$ cat config.mk
export PLATFORM = sky130hd
export DESIGN_NAME = pos_encoder
export DESIGN_NICKNAME = d
export VERILOG_FILES = /design/src/rtl/pos_encoder.sv
export SDC_FILE = /design/constraint.sdc
export NUM_CORES = 1
export LEC_CHECK = 0
export BUFFER_PORTS_ARGS = -buffer_cell sky130_fd_sc_hd__buf_2
export CAP_MARGIN = 40
export CORE_ASPECT_RATIO = 1.1
export CORE_MARGIN = 2
export CORE_UTILIZATION = 55
export CTS_CLUSTER_SIZE = 40
export DETAILED_ROUTE_END_ITERATION = 6
export GPL_TIMING_DRIVEN = 0
export PLACE_DENSITY = 0.71
export SLEW_MARGIN = 20
export SYNTH_ARGS = -nofsm -noshare
export SYNTH_HDL_FRONTEND = slang
export SYNTH_SLANG_ARGS = --single-unit
$ cat constraint.sdc
create_clock -name clk -period 11.6 [get_ports clk]
set_input_delay 1.74 -clock clk [delete_from_list [all_inputs] [get_ports clk]]
set_output_delay 1.74 -clock clk [all_outputs]
set_load 0.1 [all_outputs]
$ cat src/rtl/pos_encoder.sv
// Debounced 16-button position encoder: synchronizes raw buttons, accepts a
// stable one-hot press as a 4-bit index and holds it until acknowledged.
module pos_encoder #(
  parameter int DEBOUNCE_CYCLES = 4
) (
  input  logic        clk,
  input  logic        rst,
  input  logic [15:0] btn,
  input  logic        ack,
  output logic [3:0]  pos,
  output logic        valid,
  output logic        multi_err,
  output logic        busy
);

  typedef enum logic [1:0] {
    IDLE,
    DEBOUNCE,
    HOLD,
    RELEASE
  } state_t;

  localparam logic [15:0] CNT_MAX = 16'(DEBOUNCE_CYCLES - 1);

  state_t      state;
  logic [15:0] btn_s1;
  logic [15:0] btn_s2;
  logic [15:0] snap;
  logic [15:0] cnt;

  // Highest set bit wins; only ever called on a one-hot value.
  function automatic logic [3:0] encode(input logic [15:0] v);
    logic [3:0] idx;
    idx = '0;
    for (int i = 0; i < 16; i++) begin
      if (v[i]) idx = 4'(i);
    end
    return idx;
  endfunction

  assign busy = (state != IDLE);

  // NOTE: all state is updated with non-blocking assignments so every register
  // samples pre-edge values; the async reset branch covers every register.
  always_ff @(posedge clk or posedge rst) begin
    if (rst) begin
      state     <= IDLE;
      btn_s1    <= '0;
      btn_s2    <= '0;
      snap      <= '0;
      cnt       <= '0;
      pos       <= '0;
      valid     <= 1'b0;
      multi_err <= 1'b0;
    end else begin
      btn_s1    <= btn;
      btn_s2    <= btn_s1;
      multi_err <= 1'b0;
      case (state)
        IDLE: begin
          if (btn_s2 != '0) begin
            snap  <= btn_s2;
            cnt   <= '0;
            state <= DEBOUNCE;
          end
        end
        DEBOUNCE: begin
          if (btn_s2 == '0) begin
            state <= IDLE;
          end else if (btn_s2 != snap) begin
            snap <= btn_s2;
            cnt  <= '0;
          end else if (cnt != CNT_MAX) begin
            cnt <= cnt + 16'd1;
          end else if ($onehot(snap)) begin
            pos   <= encode(snap);
            valid <= 1'b1;
            state <= HOLD;
          end else begin
            multi_err <= 1'b1;
            cnt       <= '0;
            state     <= RELEASE;
          end
        end
        HOLD: begin
          // Buttons are ignored here; only the consumer ends the selection.
          if (ack) begin
            valid <= 1'b0;
            cnt   <= '0;
            state <= RELEASE;
          end
        end
        RELEASE: begin
          if (btn_s2 != '0) begin
            cnt <= '0;
          end else if (cnt == CNT_MAX) begin
            state <= IDLE;
          end else begin
            cnt <= cnt + 16'd1;
          end
        end
        default: state <= IDLE;
      endcase
    end
  end

endmodule

Yosys cells after proc, flatten, opt, wreduce, memory -nomap -nowiden
Index checks and enable logic that the tools add are counted.
{"block": "totals", "register_bits": 72, "in_bits": 19, "out_inout_bits": 7, "elab_cells": 106}
{"block": "classes", "n_addsub": 16, "n_mux": 48, "bitwise_logic": 3, "n_reduce_logical": 11, "eq_ne": 20}
{"operator": "two-way mux 16 bit", "n": 11}
{"operator": "one-hot mux 16 bit (4 select lines)", "n": 1}
{"operator": "two-way mux 4 bit", "n": 14}
{"operator": "one-hot mux 16 bit (2 select lines)", "n": 1}
{"operator": "!= test 2 bit (second input constant)", "n": 9}
{"operator": "adder 1 x 1 -> 2 bit", "n": 8}
{"operator": "adder 16 x 1 -> 16 bit (second input constant)", "n": 1}
{"operator": "== test 16 x 2 -> 1 bit (second input constant)", "n": 1}
{"operator": "logical NOT 16 bit", "n": 1}
{"operator": "!= test 16 bit", "n": 1}
{"operator": "!= test 16 x 2 -> 1 bit (second input constant)", "n": 1}
{"operator": "nonzero test 16 bit", "n": 1}
{"operator": "two-way mux 2 bit", "n": 7}
{"operator": "adder 2 x 2 -> 3 bit", "n": 4}
{"operator": "two-way mux 1 bit", "n": 12}
{"operator": "AND reduction 6 bit", "n": 2}
{"operator": "AND reduction 5 bit", "n": 2}
{"operator": "!= test 3 bit (second input constant)", "n": 3}
{"operator": "adder 3 x 3 -> 4 bit", "n": 2}
{"operator": "one-hot mux 2 bit (4 select lines)", "n": 1}
{"operator": "nonzero test 2 bit", "n": 3}
{"operator": "adder 4 x 4 -> 5 bit", "n": 1}
{"operator": "== test 5 x 1 -> 1 bit (second input constant)", "n": 1}
{"operator": "== test 2 bit (second input constant)", "n": 2}
{"operator": "other kinds (6)", "n": 8}

Logic depth before layout (Yosys ltp)
{"block": "depth", "depth_word": 15, "mapped_depth": 17}

Worst setup path before layout
OpenSTA, ideal clock, no wires.
{"block": "synth_path", "path_type": "reg-to-reg", "startpoint": "register snap[11]", "endpoint": "register cnt[5]", "setup_slack_ps": 6684, "path_stages_with_launch": 18, "arrival_time_ps": 4790, "path_buffers": 2, "required_time_ps": 11474, "setup_time_ps": 126, "synth_period_minus_slack_ps": 4916, "path_cell_list": "dfrtp_1 -> fa_1 -> inv_1 -> fa_1 -> inv_1 -> fa_1 -> inv_1 -> fa_1 -> inv_1 -> ha_1 -> fa_1 -> nor4b_1 -> o21ai_0 -> or4_4 -> and3_1 -> buf_6 -> buf_6 -> a221o_1"}
{"block": "synth_between", "elab_chain_cells": 7, "elab_cells_between_ends": 11, "cone_classes": "4 x add/sub; 3 x eq/ne; 3 x mux; 1 x reduce/logical"}
{"element": "from (decl)", "line": "28", "source": "logic [15:0] snap;"}
{"element": "from (signal assigned)", "line": "62", "source": "snap <= btn_s2;"}
{"element": "from (signal assigned)", "line": "71", "source": "snap <= btn_s2;"}
{"element": "adder 1 x 1 -> 2 bit (implied by the code)", "line": "75", "source": "end else if ($onehot(snap)) begin"}
{"element": "adder 2 x 2 -> 3 bit (implied by the code)", "line": "75"}
{"element": "adder 3 x 3 -> 4 bit (implied by the code)", "line": "75"}
{"element": "adder 4 x 4 -> 5 bit (implied by the code)", "line": "75"}
{"element": "== test 5 x 1 -> 1 bit", "line": "75"}
{"element": "!= test 4 bit (no source line)"}
{"element": "AND reduction 5 bit (no source line)"}
{"element": "to (signal assigned)", "line": "74", "source": "cnt <= cnt + 16'd1;"}
{"element": "to (signal assigned)", "line": "99", "source": "cnt <= cnt + 16'd1;"}
{"element": "to (decl)", "line": "29", "source": "logic [15:0] cnt;"}
Several ways; a longest one is shown, not always the timed one. The select of a mux whose other input is x is not followed.
A chain may end at the register's enable or synchronous reset.

Worst setup path after layout
{"block": "layout_path", "startpoint": "register snap[11]", "endpoint": "register cnt[6]"}
Same word-level chain as after synthesis.

==> results by group <==
Min path
  – Hold path endpoint: btn_s2[7]$_DFF_PP0_
  – Worst hold path type: reg2reg
  – Hold_sp: btn_s1[7]$_DFF_PP0_
  – WHS Path Cells: 0

Clock network
  – Post CTS Setup Buffer Count: 0
  – CTS tree: done
  – # hold bufs at CTS: 0
  – # clock sinks: 72
  – Deepest clock path buffer count: 2
  – Post-CTS sizing: 0
  – Worst-path clk slew: 0.08 ns
  – H-tree Lvls: 3
  – Skew-Pair Late Insertion Delay: 0.36 ns
  – Root Buffer: clkbuf_8
  – Num CTS Buffers: 9

Critical path
  – WP data arrival: 5.52 ns
  – Crit-path max FO: 10
  – Worst Setup End Kind: register
  – CP required: 11.84 ns
  – CP Class: reg2reg
  – Crit path launch type: register
  – R2r endpoint: cnt[6]$_DFFE_PP0P_
  – Worst reg2reg path depth: 17
  – Reg2reg setup slack: 6.32 ns
  – R2r startpoint: snap[11]$_DFFE_PP0P_

Finish
  – Ant. Diodes: 0
  – Share of cells above drive strength 1: 0.238
  – Synth-to-layout area growth: 13.6%
  – Fin area: approximately 3900 um^2
  – Final #Nets: 366
  – Leading cell type in the layout, fill and taps excluded: dfrtp_1
  – Most frequent cells in the layout: dfrtp_1 (72), buf_2 (28), inv_1 (26), nor2_1 (22), mux2_2 (21)

Route
  – First-pass detailed-route iteration total: 4
  – Residual DRC: 0
  – Routed WL: 6130 um
  – Wirelength per Cell: 14.7 um
  – Initial DRC count: 173
  – DR vias: 2351
  – Post-detailed-route via-to-cell ratio: 5.65
  – Antenna Violating Nets Remaining: 0

Run
  – Max Cap Viol: 0

Placement
  – DPL Wire Length: ~4400 um
  – GP Congestion: just under 0.8
  – Placed Instance Area: 3710 um^2
  – IO Port Bufs: 25

Global route
  – Vias in the first global route: 2298
  – Gr usage total: 0.201
  – Initial antenna violation count: 0
  – Largest net degree at the start of global routing: 55
  – Grt ovf: 0
  – First-pass GRT wire length: 10600 um

Pwr
  – Pwr Density: 140 nW/um^2
  – Switching power: 0.148 mW
  – VDD IR max: 0.107 mV
  – Design Power: 0.548 mW
  – Pleak: 1.91 nW
  – Switching part of the total: 0.270
  – Comb power frac: 0.130
  – Pint: around 0.4 mW
  – Clock power frac: 0.381
  – Flop pwr share: 0.489

Timing
  – Fmax: ~0.19 GHz
  – Final setup viols: 0
  – Setup TNS: 0 ns
  – Period utilization: 0.455
  – Max Slew Vio Count: 0
  – Fin Clk Skew: 0.0134 ns
  – Min cycle time layout: 5.28 ns
  – Slew headroom: 0.560
  – RSZ-0062 raised after global routing: false
  – Final Hold Fails: 0
  – Least-Margin Pin Slew: 0.655 ns

Synthesis
  – Yosys cell types: 49
  – Syn Nets: 328
  – Synth warnings: 0
  – Mapped Cells: 293
  – Yosys reg bits: 72
  – Sequential share of the synthesized area: 0.522
  – Avg Inst Size Synth: 11.8 um^2
  – Mapped Area: 3450 um^2

Floorplan
  – # IOs: 26
  – DIE HEIGHT: 87.1 um
  – Initial cell density of the core: 0.564
  – Die footprint: roughly 7000 um^2
  – Placement Rows: 30
  – Core region area: 6120 um^2
  – Die width: 79.5 um

Outcome
  – Status: completed
[worst max-delay path by stage]
| stage | start | endpoint | slack [ns] |
|---|---|---|---|
| floorplan | snap[11]$_DFFE_PP0P_ | cnt[5]$_DFFE_PP0P_ | 6.68 |
| global placement | snap[5]$_DFFE_PP0P_ | cnt[6]$_DFFE_PP0P_ | 6.39 |
| detailed placement | snap[11]$_DFFE_PP0P_ | cnt[6]$_DFFE_PP0P_ | 6.31 |
| CTS | snap[11]$_DFFE_PP0P_ | cnt[6]$_DFFE_PP0P_ | 6.30 |
| global route | snap[11]$_DFFE_PP0P_ | cnt[6]$_DFFE_PP0P_ | 6.10 |
| finish | snap[11]$_DFFE_PP0P_ | cnt[6]$_DFFE_PP0P_ | 6.32 |
[critical path: stages (launching register included)]
cell and delay, ns:
dfrtp_1 0.49, fa_1 0.57, inv_1 0.05, fa_1 0.47
inv_1 0.05, fa_1 0.47, inv_1 0.05, fa_1 0.47
inv_1 0.04, ha_1 0.19, fa_1 0.44, nor4b_1 0.26
o21ai_0 0.25, or4_4 0.59, and3_1 0.20, buf_6 0.13
buf_6 0.13, a221o_1 0.30
[cell usage after synthesis, drive strengths merged]
cell type  number  area share
nand2b          1      0.0018
or2             2      0.0036
buf             4      0.0094
o21ai           5      0.0073
or4             4      0.0098
and3           16       0.030
nor3b           2      0.0044
a211o           2      0.0054
a21boi          1      0.0022
nor3            5      0.0073
o31ai           1      0.0022
fa             10       0.058
o21bai          1      0.0022
or3             1      0.0018
and4            3      0.0080
nor4           13       0.024
inv            27       0.029
nor2b           2      0.0036
a31oi           1      0.0018
o41ai           1      0.0025
o211ai          1      0.0022
nand4           2      0.0036
nor4b           3      0.0094
and3b           1      0.0025
a311oi          1      0.0025
a221o          11       0.032
a22o            2      0.0051
xor2           16       0.041
ha              6       0.022
nand3b          1      0.0022
o211a           1      0.0029
a41o            1      0.0033
a311o           1      0.0029
nand3           9       0.015
a21oi           6      0.0087
nor2           23       0.026
clkbuf          4      0.0044
nand2           8      0.0087
and2b           1      0.0022
dfrtp          72        0.52
mux2           21       0.069
[layout make-up]
cell class,count,area (um^2)
Fill cell,499,2200
Sequential cell,72,1800
Multi-Input combinational cell,186,1500
Timing Repair Buffer,27,158
Clock buffer,10,138
Inverter,27,104
Tap cell,80,100
Clock inverter,6,72.6
Buffer,8,47.5
[registers in the layout, indices dropped and copies added, names as in the netlist, named ones only]
register and flops:
btn_s1 16, btn_s2 16, cnt 16, snap 16, pos 4, multi_err 1, state 1, valid 1
[metal layers]
| metal | global-route usage | routed length [um] | vias to the layer above |
|---|---|---|---|
| met2 | 0.297 | 2750 | 49 |
| met1 | 0.281 | 3010 | 1166 |
| met3 | 0.0394 | 220 | 14 |
| met5 | 0 | 0 | - |
| met4 | 0.111 | 151 | 0 |
| li1 | - | - | 1122 |
[through the flow]
stage / hold slack [ns] / utilization / worst slack [ns] / instances
global placement: 0.333 / 0.601 / 6.39 / 398
global route: 0.356 / 0.641 / 6.10 / 416
detailed placement: 0.335 / 0.606 / 6.31 / 400
floorplan: 0.331 / - / 6.68 / 293
finish: 0.344 / 0.641 / 6.32 / 416
CTS: 0.350 / 0.641 / 6.30 / 416
[cells by family (layout without fill, tap and decap cells)]
kind of cell / Yosys count / count (layout) / synth area share
and+or+nand+nor: 97 / 97 / 0.162
AOI/OAI and AO/OA: 36 / 36 / 0.0831
xor gates and xnor gates: 16 / 16 / 0.0406
adders and majority gates: 16 / 16 / 0.0798
muxes: 21 / 21 / 0.0686
DFF: 72 / 72 / 0.522
buffers and inverters: 35 / 78 / 0.0432
[power by group through the flow]
stage / Sequential (mW) / Clock [mW] / Combinational [mW]
5_1_grt: 0.269 / 0.222 / 0.0837
3_3_place_gp: 0.273 / 0 / 0.0669
6_report: 0.268 / 0.209 / 0.0710
3_5_place_dp: 0.273 / 0 / 0.0731
4_1_cts: 0.268 / 0.213 / 0.0735
2_1_floorplan: 0.270 / 0 / 0.0536
Power figures use the tool's default switching activity.
